$ cat config.mk
export PLATFORM = sky130hd
export DESIGN_NAME = mem_arbiter_flat
export DESIGN_NICKNAME = d
export VERILOG_FILES = /design/src/rtl/mem_arb_pkg.sv /design/src/rtl/mem_arbiter_if.sv /design/src/rtl/arb_tag_pipe.sv /design/src/rtl/mem_arbiter.sv /design/src/flat_wrapper.sv
export SDC_FILE = /design/constraint.sdc
export NUM_CORES = 1
export LEC_CHECK = 0
export ABC_AREA = 1
export ABC_CLOCK_PERIOD_IN_PS = 1200
export CORE_AREA = 2 2 106 108
export DETAILED_ROUTE_END_ITERATION = 10
export DIE_AREA = 0 0 108 110
export PLACE_DENSITY = 0.65
export REMOVE_ABC_BUFFERS = 1
export SYNTH_ARGS = -nofsm -noshare
export SYNTH_HDL_FRONTEND = slang
export SYNTH_SLANG_ARGS = --single-unit
$ cat constraint.sdc
create_clock -name clock -period 1.2 [get_ports clock]
set_input_delay 0.12 -clock clock [delete_from_list [all_inputs] [get_ports clock]]
set_output_delay 0.12 -clock clock [all_outputs]
set_load 0.01 [all_outputs]
$ cat src/rtl/mem_arb_pkg.sv
// Shared types for the fetch/data memory arbiter: requester ownership,
// access-size encodings and the arbitration priority states.
package mem_arb_pkg;

  typedef enum logic {
    OWN_IF = 1'b0,
    OWN_D  = 1'b1
  } owner_e;

  localparam logic [1:0] SZ_BYTE = 2'd0;
  localparam logic [1:0] SZ_HALF = 2'd1;
  localparam logic [1:0] SZ_WORD = 2'd2;

  typedef enum logic {
    DPRI = 1'b0,
    FPRI = 1'b1
  } arb_state_e;

endpackage

$ cat src/rtl/mem_arbiter_if.sv
// Bundle of fetch, data and memory-port signals around the arbiter.
// The slave modport is the arbiter's view; master is the pipeline/memory side.
interface mem_arbiter_if #(
  parameter int unsigned ADDR_W = 32,
  parameter int unsigned DATA_W = 32
);

  logic              if_req;
  logic [ADDR_W-1:0] if_addr;
  logic              if_gnt;
  logic              if_rvalid;
  logic [DATA_W-1:0] if_rdata;

  logic              d_req;
  logic              d_we;
  logic [ADDR_W-1:0] d_addr;
  logic [DATA_W-1:0] d_wdata;
  logic [1:0]        d_size;
  logic              d_gnt;
  logic              d_rvalid;
  logic [DATA_W-1:0] d_rdata;

  logic              flush;

  logic              mem_req;
  logic              mem_we;
  logic [ADDR_W-1:0] mem_addr;
  logic [DATA_W-1:0] mem_wdata;
  logic [1:0]        mem_size;
  logic [DATA_W-1:0] mem_rdata;

  modport slave (
    input  if_req, if_addr, d_req, d_we, d_addr, d_wdata, d_size, flush, mem_rdata,
    output if_gnt, if_rvalid, if_rdata, d_gnt, d_rvalid, d_rdata,
           mem_req, mem_we, mem_addr, mem_wdata, mem_size
  );

  modport master (
    output if_req, if_addr, d_req, d_we, d_addr, d_wdata, d_size, flush, mem_rdata,
    input  if_gnt, if_rvalid, if_rdata, d_gnt, d_rvalid, d_rdata,
           mem_req, mem_we, mem_addr, mem_wdata, mem_size
  );

endinterface

$ cat src/rtl/arb_tag_pipe.sv
// DEPTH-stage shift register of {valid, owner} tracking in-flight reads.
// kill_if_i drops every fetch-owned entry, including the one entering this cycle.
module arb_tag_pipe
  import mem_arb_pkg::*;
#(
  parameter int unsigned DEPTH = 1
) (
  input  logic   clk,
  input  logic   rst_n,
  input  logic   in_valid_i,
  input  owner_e in_owner_i,
  input  logic   kill_if_i,
  output logic   out_valid_o,
  output owner_e out_owner_o
);

  logic [DEPTH-1:0] valid_q, valid_d;
  owner_e           own_q [DEPTH];
  owner_e           own_d [DEPTH];

  always_comb begin
    valid_d    = '0;
    own_d      = own_q;
    valid_d[0] = in_valid_i & ~(kill_if_i & (in_owner_i == OWN_IF));
    own_d[0]   = in_owner_i;
    for (int unsigned i = 1; i < DEPTH; i++) begin
      valid_d[i] = valid_q[i-1] & ~(kill_if_i & (own_q[i-1] == OWN_IF));
      own_d[i]   = own_q[i-1];
    end
  end

  always_ff @(posedge clk or negedge rst_n) begin
    if (!rst_n) begin
      valid_q <= '0;
      for (int unsigned i = 0; i < DEPTH; i++) own_q[i] <= OWN_IF;
    end else begin
      valid_q <= valid_d;
      own_q   <= own_d;
    end
  end

  assign out_valid_o = valid_q[DEPTH-1];
  assign out_owner_o = own_q[DEPTH-1];

endmodule

$ cat src/rtl/mem_arbiter.sv
// Shares one fixed-latency memory port between fetch and data accesses.
// Data has priority; a starvation counter hands fetch one priority cycle.
module mem_arbiter
  import mem_arb_pkg::*;
#(
  parameter int unsigned ADDR_W     = 32,
  parameter int unsigned DATA_W     = 32,
  parameter int unsigned MEM_LAT    = 1,
  parameter int unsigned STARVE_MAX = 4
) (
  input logic         clock,
  input logic         reset,
  mem_arbiter_if.slave bus
);

  localparam int unsigned SW = $clog2(STARVE_MAX + 1);
  localparam logic [SW-1:0] STARVE_LIM = SW'(STARVE_MAX);

  arb_state_e  state_q, state_d;
  logic [SW-1:0] starve_q, starve_d, starve_nxt;

  logic              if_gnt, d_gnt;
  logic              mem_we;
  logic [ADDR_W-1:0] mem_addr;
  logic [DATA_W-1:0] mem_wdata;
  logic [1:0]        mem_size;
  logic              tag_v;
  owner_e            tag_own, tag_own_in;

  // Grants are zero-cycle; flush blocks fetch but never data.
  always_comb begin
    if_gnt = 1'b0;
    d_gnt  = 1'b0;
    if (reset) begin
      if (state_q == FPRI) begin
        if_gnt = bus.if_req & ~bus.flush;
        d_gnt  = bus.d_req & ~if_gnt;
      end else begin
        d_gnt  = bus.d_req;
        if_gnt = bus.if_req & ~bus.d_req & ~bus.flush;
      end
    end
  end

  always_comb begin
    state_d    = state_q;
    starve_d   = starve_q;
    starve_nxt = starve_q + 1'b1;
    if (if_gnt || !bus.if_req || bus.flush) starve_d = '0;
    else if (d_gnt)                         starve_d = starve_nxt;
    case (state_q)
      DPRI: if (d_gnt && bus.if_req && !bus.flush && starve_nxt == STARVE_LIM) state_d = FPRI;
      FPRI: if (if_gnt || !bus.if_req || bus.flush) state_d = DPRI;
      default: state_d = DPRI;
    endcase
  end

  always_ff @(posedge clock or negedge reset) begin
    if (!reset) begin
      state_q  <= DPRI;
      starve_q <= '0;
    end else begin
      state_q  <= state_d;
      starve_q <= starve_d;
    end
  end

  always_comb begin
    mem_we    = 1'b0;
    mem_addr  = '0;
    mem_wdata = '0;
    mem_size  = '0;
    if (d_gnt) begin
      mem_we    = bus.d_we;
      mem_addr  = bus.d_addr;
      mem_wdata = bus.d_wdata;
      mem_size  = bus.d_size;
    end else if (if_gnt) begin
      mem_addr  = bus.if_addr;
      mem_size  = SZ_WORD;
    end
  end

  assign tag_own_in = if_gnt ? OWN_IF : OWN_D;

  arb_tag_pipe #(.DEPTH(MEM_LAT)) u_tags (
    .clk         (clock),
    .rst_n       (reset),
    .in_valid_i  (if_gnt | (d_gnt & ~bus.d_we)),
    .in_owner_i  (tag_own_in),
    .kill_if_i   (bus.flush),
    .out_valid_o (tag_v),
    .out_owner_o (tag_own)
  );

  assign bus.if_gnt    = if_gnt;
  assign bus.d_gnt     = d_gnt;
  assign bus.mem_req   = if_gnt | d_gnt;
  assign bus.mem_we    = mem_we;
  assign bus.mem_addr  = mem_addr;
  assign bus.mem_wdata = mem_wdata;
  assign bus.mem_size  = mem_size;
  assign bus.if_rvalid = tag_v & (tag_own == OWN_IF);
  assign bus.d_rvalid  = tag_v & (tag_own == OWN_D);
  assign bus.if_rdata  = bus.mem_rdata;
  assign bus.d_rdata   = bus.mem_rdata;

endmodule

$ cat src/flat_wrapper.sv
// flat-port wrapper written by rule: the top's interface ports become plain ports
module mem_arbiter_flat import mem_arb_pkg::*;
#(
  parameter int unsigned ADDR_W     = 32,
  parameter int unsigned DATA_W     = 32,
  parameter int unsigned MEM_LAT    = 1,
  parameter int unsigned STARVE_MAX = 4
)
  (clock, reset, bus_if_req, bus_if_addr, bus_d_req, bus_d_we, bus_d_addr, bus_d_wdata, bus_d_size, bus_flush, bus_mem_rdata, bus_if_gnt, bus_if_rvalid, bus_if_rdata, bus_d_gnt, bus_d_rvalid, bus_d_rdata, bus_mem_req, bus_mem_we, bus_mem_addr, bus_mem_wdata, bus_mem_size);
  mem_arbiter_if #(.ADDR_W(ADDR_W), .DATA_W(DATA_W)) bus_i ();
  input logic clock;
  input logic reset;
  input wire logic [$bits(bus_i.if_req)-1:0] bus_if_req;
  input wire logic [$bits(bus_i.if_addr)-1:0] bus_if_addr;
  input wire logic [$bits(bus_i.d_req)-1:0] bus_d_req;
  input wire logic [$bits(bus_i.d_we)-1:0] bus_d_we;
  input wire logic [$bits(bus_i.d_addr)-1:0] bus_d_addr;
  input wire logic [$bits(bus_i.d_wdata)-1:0] bus_d_wdata;
  input wire logic [$bits(bus_i.d_size)-1:0] bus_d_size;
  input wire logic [$bits(bus_i.flush)-1:0] bus_flush;
  input wire logic [$bits(bus_i.mem_rdata)-1:0] bus_mem_rdata;
  output wire logic [$bits(bus_i.if_gnt)-1:0] bus_if_gnt;
  output wire logic [$bits(bus_i.if_rvalid)-1:0] bus_if_rvalid;
  output wire logic [$bits(bus_i.if_rdata)-1:0] bus_if_rdata;
  output wire logic [$bits(bus_i.d_gnt)-1:0] bus_d_gnt;
  output wire logic [$bits(bus_i.d_rvalid)-1:0] bus_d_rvalid;
  output wire logic [$bits(bus_i.d_rdata)-1:0] bus_d_rdata;
  output wire logic [$bits(bus_i.mem_req)-1:0] bus_mem_req;
  output wire logic [$bits(bus_i.mem_we)-1:0] bus_mem_we;
  output wire logic [$bits(bus_i.mem_addr)-1:0] bus_mem_addr;
  output wire logic [$bits(bus_i.mem_wdata)-1:0] bus_mem_wdata;
  output wire logic [$bits(bus_i.mem_size)-1:0] bus_mem_size;
  assign bus_i.if_req = bus_if_req;
  assign bus_i.if_addr = bus_if_addr;
  assign bus_i.d_req = bus_d_req;
  assign bus_i.d_we = bus_d_we;
  assign bus_i.d_addr = bus_d_addr;
  assign bus_i.d_wdata = bus_d_wdata;
  assign bus_i.d_size = bus_d_size;
  assign bus_i.flush = bus_flush;
  assign bus_i.mem_rdata = bus_mem_rdata;
  assign bus_if_gnt = bus_i.if_gnt;
  assign bus_if_rvalid = bus_i.if_rvalid;
  assign bus_if_rdata = bus_i.if_rdata;
  assign bus_d_gnt = bus_i.d_gnt;
  assign bus_d_rvalid = bus_i.d_rvalid;
  assign bus_d_rdata = bus_i.d_rdata;
  assign bus_mem_req = bus_i.mem_req;
  assign bus_mem_we = bus_i.mem_we;
  assign bus_mem_addr = bus_i.mem_addr;
  assign bus_mem_wdata = bus_i.mem_wdata;
  assign bus_mem_size = bus_i.mem_size;
  mem_arbiter #(.ADDR_W(ADDR_W), .DATA_W(DATA_W), .MEM_LAT(MEM_LAT), .STARVE_MAX(STARVE_MAX)) u_core (.clock(clock), .reset(reset), .bus(bus_i));
endmodule
==> reports/qor.yml <==
outcome: "finished with violations"
violations: "setup timing"
cts.sinks: 6
die_w_um: 108
cts_tree: "yes"
htreeDepth: 1
syn_area_um2: 1700
ys_top_cells_by_area: "buf_4 (31%), nand3_1 (12%), nand4_1 (12%)"
grt_pass1_wl_um: 15620
cap_violations: 0
rsz0062_at_grt: "true"
cpMostUsedCell: "buf_12"
antenna_found_initial: 1
hold_depth: 0
p_leak_uw: 0.001916
grt_max_degree: 27
ir_drop_v: 0.0002438
yosysSeqAreaShare: 0.08830
ys_warn_count: 0
worst_slack_ns: -0.3242
fin_crit_ns: 1.524
crit_type: "reg -> out"
drt_wl_total_um: 11340
port_buffers: 175
finalHoldViolations: 0
synth_edf_count: 0
cp_max_fo: 5
fmax_mhz: 656.1
cpPeakStageDelay_ns: 0.39
clkTransAtPathRegs_ns: 0.04
synth-seq-cells: 6
layout.nets: 572
crit_arrival_ns: 1.40
min_period_over_period: 1.270
synthCells: 295
wl_per_cell_um: 19.79
setup_violations: 70
dr.pass1.iters: 4
ctsLongestPathBuffers: 2
yosysUniqueCellTypes: 15
drt_iter0_drc: 186
synthArstFlopShare: 1.000
core_region_area_um2: 10700
ys.flop_type: "dfrtp_1"
avgSynthCellArea_um2: 5.764
grtUsageTotal: 0.1786
cp-startpoint: "u_core.state_q"
final-instance-count-excl-fill: 573
initial_core_util: 0.1589
yosysMostFrequentCell: "buf_4"
slew_headroom: 0.7849
overflow: 0
setup_tns_ns: -19.10
viasPerCell: 4.531
synth_common_cells: "buf_4 (71), nand2_1 (47), inv_1 (44)"
finClkSkew_ns: 0.0007547
cts_buffers: 3
syn2layout_area_growth_pct: 123.3
worstHoldStart: "bus_mem_rdata[18]"
vias: 2596
antenna_left: 0
path_cells: "buf_6, nand3_4, buf_12, buf_12, nand2_8, nor2_2, buf_2"
synth_top_area_frac: 0.3135
cts_root_buf: "clkbuf_8"
place_ws_ns: -0.8035
r2r_cells: 5
drc_errors: 0
die_h_um: 110
placementRows: 38
holdCritPathClass: "in -> out"
placedCellCount: 541
nFillCells: 1121
slew_violations: 0
drive_above_1_share: 0.4236
finalCoreUtilization: 0.3549
cp_slowest_cell: "dfrtp_1"
io_pins: 272
cp-end-kind: "output port"
powerDensity_nw_per_um2: 410.2
r2r_slack_ns: 0.08
first_global_vias: 2676
hpwl_um: 7584
gp_congestion: 0.7723
rr_startpoint: "u_core.starve_q[0]"
cp.required_ns: 1.08
synth_top_cell_by_area: "buf_4"
startpoint_type: "flip-flop"
insertion_delay_ns: 0.22
max_slew.worst_pin.slew_ns: 0.3217
die_area_um2: 11880
-- report_power, final --
part | internal [µW] | switching, µW
combinational | 597 | 442
clock | 216 | 91.8
sequential | 207 | 2.51
-- cells by family (layout without fill, tap and decap cells) --
| kind of cell | after synthesis | count (layout) | synth area share |
|---|---|---|---|
| fa+ha+maj | 2 | 2 | 0.01471 |
| buf+inv | 129 | 259 | 0.4592 |
| flops | 6 | 6 | 0.08830 |
| other cells | 0 | 1 | 0 |
| simple gates | 158 | 165 | 0.4378 |
-- layer usage --
layer  vias up  track usage  share of wire
li1       1158            -              -
met1      1219       0.2054           0.40
met2       209       0.2763           0.45
met3         8       0.1070           0.14
met4         2      0.04212         0.0083
met5         -      0.08036         0.0041
-- cell usage in the layout, fill, tap and decap left out, types with 5 or more instances in the layout --
cell,instances
nor2_1,13
nand4_1,32
nor2_4,9
nor2_2,15
dfrtp_1,6
dlygate4sd2_1,5
nand3_2,27
inv_1,41
nand3_1,10
nand2_2,6
buf_6,19
nand2_8,7
buf_12,13
nand2_1,40
buf_4,14
buf_2,54
clkdlybuf4s50_1,99
-- timing repair --
action / 4_1_cts / 5_1_grt
gates cloned: 14 / 0
endpoints found under the hold margin: 6 / 0
hold buffers: 1 / 0
resized for setup: 351 / 43
endpoints found under the setup margin: 72 / 71
pin swaps: 34 / 16
setup buffers: 14 / 1
-- worst max-delay path, delay by kind of cell (launching register included) --
| family | cells | cell delay, ns |
|---|---|---|
| and+or+nand+nor | 3 | 0.25 |
| DFF | 1 | 0.39 |
| buffers and inverters | 4 | 0.54 |
-- path summary, 6_finish.rpt --
| kind | end |
|---|---|
| min in group asynchronous | u_core.starve_q[0] |
| worst max-delay path | bus_mem_wdata[4] |
| worst max register to register | u_core.starve_q[2] |
| worst min register to register | u_core.starve_q[2] |
| worst min-delay path | bus_if_rdata[18] |
| max in group asynchronous | u_core.u_tags.out_valid_o |
-- state kept, by name, summed over array words and instances, names as in the netlist --
| register | count |
|---|---|
| u_core.u_tags.out_owner_o | 1 |
| u_core.state_q | 1 |
| u_core.starve_q | 3 |
| u_core.u_tags.out_valid_o | 1 |
-- area by class of cell --
class / instances / area [µm²] / area share
clock buffer: 3 / 41.29 / 0.01088
multi-input combinational: 167 / 1210 / 0.3187
sequential: 6 / 150.1 / 0.03955
antenna: 1 / 2.502 / 0.0006592
inverter: 46 / 175.2 / 0.04614
tap: 140 / 175.2 / 0.04614
timing repair buffer: 210 / 2042 / 0.5379
-- through the flow --
step	hold slack [ns]	area, µm²	total power, µW
after global placement	0.1100	3169	1101
after CTS	0.2401	3660	1519
after global routing	0.2401	3796	1659
final	0.2401	3796	1557
after detailed placement	0.1204	3169	1113
after floorplan	-0.1756	1092	437.8
Power figures use the tool's default switching activity.
